$ cat config.mk
export PLATFORM = sky130hd
export DESIGN_NAME = seg_scan_ctrl
export DESIGN_NICKNAME = d
export VERILOG_FILES = /design/src/rtl/seg_scan_ctrl_pkg.sv /design/src/rtl/seg_scan_timer.sv /design/src/rtl/seg_scan_ctrl.sv
export SDC_FILE = /design/constraint.sdc
export NUM_CORES = 1
export LEC_CHECK = 0
export ABC_AREA = 0
export BUFFER_PORTS_ARGS = -buffer_cell sky130_fd_sc_hd__buf_2
export CAP_MARGIN = 20
export CELL_PAD_IN_SITES_DETAIL_PLACEMENT = 1
export CELL_PAD_IN_SITES_GLOBAL_PLACEMENT = 2
export CORE_UTILIZATION = 33
export CTS_BUF_LIST = sky130_fd_sc_hd__clkbuf_4 sky130_fd_sc_hd__clkbuf_8
export DETAILED_ROUTE_END_ITERATION = 10
export HOLD_SLACK_MARGIN = 0.06
export PLACE_DENSITY_LB_ADDON = 0.1
export SYNTH_ARGS = -nofsm -noshare
export SYNTH_HDL_FRONTEND = slang
export SYNTH_SLANG_ARGS = --single-unit
$ cat constraint.sdc
create_clock -name clk -period 3 [get_ports clk]
set_input_delay 0.6 -clock clk [delete_from_list [all_inputs] [get_ports clk]]
set_output_delay 0.6 -clock clk [all_outputs]
set_load 0.01 [all_outputs]
$ cat src/rtl/seg_scan_ctrl_pkg.sv
// Shared definitions for the seven-segment scan controller.
// State encodings, BCD limits and counter sizing.
package seg_scan_ctrl_pkg;

  localparam logic [0:0] ST_BLANK = 1'b0;
  localparam logic [0:0] ST_SHOW  = 1'b1;

  localparam int         BCD_W   = 4;
  localparam logic [3:0] BCD_MAX = 4'd9;

  function automatic int cnt_width(
    input int a,
    input int b
  );
    return $clog2(((a > b) ? a : b) + 1);
  endfunction

endpackage

$ cat src/rtl/seg_scan_timer.sv
// Slot timer: counts up to a selectable terminal value,
// flags it, and wraps to zero on the next edge.
module seg_scan_timer #(
  parameter int CW = 4
) (
  input  logic          clk,
  input  logic          reset,
  input  logic [CW-1:0] lim_i,
  output logic          tc_o
);

  logic [CW-1:0] cnt_q;
  logic [CW-1:0] cnt_d;

  assign tc_o  = (cnt_q == lim_i);
  assign cnt_d = tc_o ? '0 : cnt_q + CW'(1);

  always_ff @(posedge clk) begin
    if (reset) cnt_q <= '0;
    else       cnt_q <= cnt_d;
  end

endmodule

$ cat src/rtl/seg_scan_ctrl.sv
// Time-multiplexed digit scanner with blanking gaps
// and frame-synchronous double-buffered snapshots.
module seg_scan_ctrl
  import seg_scan_ctrl_pkg::*;
#(
  parameter int NUM_DIGITS   = 4,
  parameter int REFRESH_DIV  = 50000,
  parameter int BLANK_CYCLES = 500
) (
  input  logic                      clk,
  input  logic                      reset,
  input  logic [4*NUM_DIGITS-1:0]   digits_in,
  input  logic                      load,
  input  logic                      lz_suppress,
  input  logic [NUM_DIGITS-1:0]     dp_mask,
  output logic [3:0]                digit_code,
  output logic [NUM_DIGITS-1:0]     digit_en,
  output logic                      dp,
  output logic                      frame_done
);

  localparam int IW = $clog2(NUM_DIGITS);
  localparam int SW = BCD_W * NUM_DIGITS;
  localparam int CW = cnt_width(REFRESH_DIV, BLANK_CYCLES);
  localparam logic [IW-1:0] LAST = IW'(NUM_DIGITS - 1);

  logic [0:0]            state_q, state_d;
  logic [IW-1:0]         idx_q, idx_d;
  logic [SW-1:0]         shadow_q, shadow_d;
  logic [SW-1:0]         pend_q, pend_d;
  logic                  pend_v_q, pend_v_d;
  logic [3:0]            code_q, code_d;
  logic [NUM_DIGITS-1:0] en_q, en_d;
  logic                  dp_q, dp_d;
  logic                  fd_q, fd_d;

  logic          tc;
  logic          boundary;
  logic [CW-1:0] lim;
  logic [3:0]    cur;
  logic          zacc;
  logic          sup;

  assign lim = (state_q == ST_SHOW) ? CW'(REFRESH_DIV - 1)
                                    : CW'(BLANK_CYCLES - 1);

  seg_scan_timer #(
    .CW (CW)
  ) u_timer (
    .clk   (clk),
    .reset (reset),
    .lim_i (lim),
    .tc_o  (tc)
  );

  assign boundary = (state_q == ST_SHOW) && tc && (idx_q == LAST);

  always_comb begin
    state_d  = tc ? ~state_q : state_q;
    idx_d    = idx_q;
    shadow_d = shadow_q;
    pend_d   = pend_q;
    pend_v_d = pend_v_q;
    if ((state_q == ST_SHOW) && tc) begin
      idx_d = (idx_q == LAST) ? '0 : idx_q + IW'(1);
    end
    // A load landing on the boundary itself wins over any pending snapshot
    if (boundary) begin
      if (load) begin
        shadow_d = digits_in;
        pend_v_d = 1'b0;
      end else if (pend_v_q) begin
        shadow_d = pend_q;
        pend_v_d = 1'b0;
      end
    end else if (load) begin
      pend_d   = digits_in;
      pend_v_d = 1'b1;
    end
  end

  always_comb begin
    cur  = shadow_d[BCD_W*idx_d +: BCD_W];
    zacc = 1'b1;
    sup  = 1'b0;
    for (int i = NUM_DIGITS - 1; i > 0; i--) begin
      zacc = zacc & (shadow_d[BCD_W*i +: BCD_W] == 4'd0);
      if (idx_d == IW'(i)) sup = zacc & lz_suppress;
    end
    code_d = cur;
    en_d   = '0;
    dp_d   = 1'b0;
    fd_d   = boundary;
    if (state_d == ST_SHOW) begin
      if (!sup && (cur <= BCD_MAX)) begin
        en_d = NUM_DIGITS'(1) << idx_d;
      end
      dp_d = dp_mask[idx_d] & ~sup;
    end
  end

  always_ff @(posedge clk) begin
    if (reset) begin
      state_q  <= ST_BLANK;
      idx_q    <= '0;
      shadow_q <= '0;
      pend_q   <= '0;
      pend_v_q <= 1'b0;
      code_q   <= '0;
      en_q     <= '0;
      dp_q     <= 1'b0;
      fd_q     <= 1'b0;
    end else begin
      state_q  <= state_d;
      idx_q    <= idx_d;
      shadow_q <= shadow_d;
      pend_q   <= pend_d;
      pend_v_q <= pend_v_d;
      code_q   <= code_d;
      en_q     <= en_d;
      dp_q     <= dp_d;
      fd_q     <= fd_d;
    end
  end

  assign digit_code = code_q;
  assign digit_en   = en_q;
  assign dp         = dp_q;
  assign frame_done = fd_q;

endmodule
==> impl_metrics.yaml <==
critical_path:
  critPathKind: "reg -> reg"
  critPathMaxStageDelay_ps: 560
  cpMaxStageDelayCell: "or4_4"
  worstPathMaxFanout: 6
  required_ps: 3220
  r2r_end: "digit_en[1]"
  r2r_slack_ps: -90
  endpoint_kind: "register"
  cp_common_cell: "ha_4"
  r2r-start: "u_timer.cnt_q[0]"
  worst_setup_path_start_kind: "register"
  rr_worst_depth: 13
  worst_ep_arrival_time_ps: 3310
  path_cells: "ha_4 -> or4b_4 -> nor3_2 -> o21ai_1 -> inv_1 -> ha_4 -> buf_6 -> nand3_4 -> o22ai_2 -> a21oi_2 -> or4_4 -> a2111oi_4 -> nor3_1"
run_status:
  violations: "negative setup slack"
  status: "finished with violations"
synth:
  synth_top_family_by_area: "simple AND/OR/NAND/NOR gates"
  ys.flop_type: "dfxtp_1"
  syn-num-nets: 374
  async_flop_share: 0
  synth.yosys.warnings: 0
  synth_edf_count: 0
  synth_area_leaders: "dfxtp_1 (42%), nand2_1 (6.4%), nor2_1 (5.2%)"
  synth_top_area_frac: 0.4227
  postSynthCellCount: 347
  netlist_area_um2: 2937
  synth_area_per_cell_um2: 8.463
  yosysTopAreaCell: "dfxtp_1"
  synth_seq_cells: 62
  synthDistinctLibCells: 51
  synthMuxAreaShare: 0.01790
  synthAdderAreaFrac: 0.01278
  ys_seq_area_frac: 0.4227
  synth_compound_area_frac: 0.1981
  synth-simple-area-share: 0.2548
  synth-xor-area-share: 0.03877
worst_hold_path:
  hold_path.class: "reg -> reg"
  holdCritStartpoint: "pend_q[12]"
  hold_path_depth: 2
  hold_path_end: "pend_q[12]"
drt:
  finalWirelength_mm: 9.172
  ant_nets: 0
  initialDrtViolationCount: 75
  firstDrtPassIters: 4
  wl_per_cell_um: 17.14
  dr_total_vias: 2770
  vias_per_cell: 5.178
  drcViolationCount: 0
layout:
  regArea_um2: 1244
  num-fill-cells: 1034
  syn2layout_area_growth_pct: 32.55
  fin_util: 0.4485
  final_layout_size_suffix_gt1_frac: 0.3302
  fin_nets: 449
  multi_input_area_um2: 1712
  antenna-diode-count: 0
floorplan:
  ios: 34
  core_um2: 8678
  die_area_um2: 9279
  initial_utilization: 0.3384
  die_w_um: 96.33
  num_rows: 34
  die_y_um: 96.33
global_routing:
  grt_max_degree: 42
  track_usage: 0.2130
  grt_pass1_vias: 2853
  grt_overflow_total: 0
  antenna_found_initial: 0
  grt_pass1_wl_mm: 14.51
clock_network:
  h-tree-depth: 3
  cts_tree: "built"
  clkLatencyLatePin_ps: 350
  cts_buffer_depth: 2
  holdBufCountCts: 0
  numCtsBuffers: 9
  path_clk_slew_ps: 70
  cts.sinks: 62
  cts_root_buf: "clkbuf_8"
timing:
  timing_hold_violations_final: 0
  finalCritPeriodShare: 1.030
  tightest_slew_ps: 691.4
  setup_slack_ps: -89.57
  relSlewSlack: 0.5390
  rsz0062_at_grt: "true"
  fin_worst_skew_ps: 8.249
  finalCriticalPeriod_ps: 3090
  fmax_mhz: 323.7
  setup-violations-final: 3
  maxSlewViolCount: 0
placement:
  io_buffers: 33
  routabilityCongestion: 0.8574
  dp_hpwl_mm: 6.791
power:
  total_power_w: 0.001743
  p_leak_nw: 1.525
  p_per_area_nw_per_um2: 447.7
  ir_drop_mv: 0.1916
run:
  max_cap_violations: 0
-- stage by stage --
stage	setup TNS, ps	cells	cell area (µm²)	hold slack [ps]	worst slack (ps)
4_1_cts	-297.9	534	3814	454.2	-118.5
3_5_place_dp	-902.9	516	3498	444.3	-237.5
2_1_floorplan	0	347	2953	420.8	9.066
6_report	-250.3	535	3892	451.8	-89.57
5_1_grt	-917.9	535	3892	484.8	-191.0
3_3_place_gp	-360.4	516	3498	440.1	-122.9
-- power by group --
| part | switching (W) | internal [W] | total [W] |
|---|---|---|---|
| clock | 0.000339 | 0.000434 | 0.000773 |
| sequential | 0.0000123 | 0.000839 | 0.000852 |
| combinational | 0.0000674 | 0.0000502 | 0.000118 |
-- Yosys cell counts, types with 2 or more instances --
cell type,number
dfxtp_1,62
nand2_1,50
nor2_1,41
a21oi_1,29
o22ai_1,20
nor2b_1,11
a211oi_1,10
nor3_1,10
clkbuf_1,9
inv_1,9
nand2b_1,9
xor2_1,8
o21ai_0,6
a31oi_1,5
buf_6,5
nand4_1,5
xnor2_1,5
and3_1,3
and4_1,3
buf_2,3
buf_4,3
ha_1,3
mux2i_1,3
o21a_1,3
a32oi_2,2
nand3_1,2
nand4b_1,2
o22ai_2,2
or3_1,2
-- metal layers --
layer / part of all wire / track usage / vias up
met2: 0.52 / 0.3913 / 30
met3: 0.022 / 0.04739 / 14
li1: - / - / 1372
met4: 0.017 / 0.06740 / 0
met1: 0.44 / 0.2429 / 1354
met5: 0 / 0 / -
-- cell families (layout without fill, tap and decap cells) --
kind of cell | after synthesis | in the layout
xor+xnor | 13 | 13
flops | 62 | 62
buf+inv | 29 | 109
mux | 4 | 4
fa+ha+maj | 3 | 3
simple gates | 151 | 151
compound gates | 85 | 85
-- cell type report --
type,instances,share of cell area
sequential,62,0.3195
clock buffer,12,0.04082
inverter,9,0.008679
clock inverter,4,0.01157
timing repair buffer,84,0.1450
tap,108,0.03472
multi-input combinational,256,0.4397
-- how the worst max path moves through the flow --
stage,endpoint,start,depth (start not counted)
2_1_floorplan,digit_en[1],u_timer.cnt_q[1],14
3_3_place_gp,digit_en[2],u_timer.cnt_q[1],13
3_5_place_dp,digit_en[2],u_timer.cnt_q[1],13
4_1_cts,digit_en[2],u_timer.cnt_q[0],13
5_1_grt,dp,u_timer.cnt_q[0],13
6_report,digit_en[1],u_timer.cnt_q[0],13
-- state kept, by name (all words and copies together) (netlist names) --
register / count
pend_v_q: 1
digit_code: 4
idx_q: 2
pend_q: 16
shadow_q: 16
digit_en: 4
state_q: 1
u_timer.cnt_q: 16
dp: 1
frame_done: 1
-- critical path: cells and delay by family (launching register included) --
kind | cells | cell delay (ps)
flops | 1 | 350
fa+ha+maj | 2 | 290
simple gates | 5 | 1360
buf+inv | 2 | 220
compound gates | 4 | 740
-- what timing repair did --
action | in CTS | in global routing
pin swaps | 12 | 9
cloned | 0 | 0
buffers inserted | 2 | 1
resized for setup | 17 | 13
endpoints found under the setup margin | 5 | 7
-- cell usage in the layout (no fill, tap or decap), drive strengths merged, types with 2 or more instances in the layout --
master / instances
o21a: 3
dfxtp: 62
nor2b: 11
nand4b: 2
a31oi: 5
mux2i: 3
o21ai: 6
clkinv: 3
nand3: 3
and3: 3
and2: 2
a32oi: 2
a21oi: 29
clkbuf: 12
or3: 2
nand2b: 9
inv: 9
xnor2: 5
xor2: 8
nor3: 10
or4: 2
a211oi: 10
nand4: 5
buf: 84
nand2: 51
o22ai: 22
ha: 3
a2111oi: 2
and4: 3
nor2: 43
(Power assumes the default switching activity.)
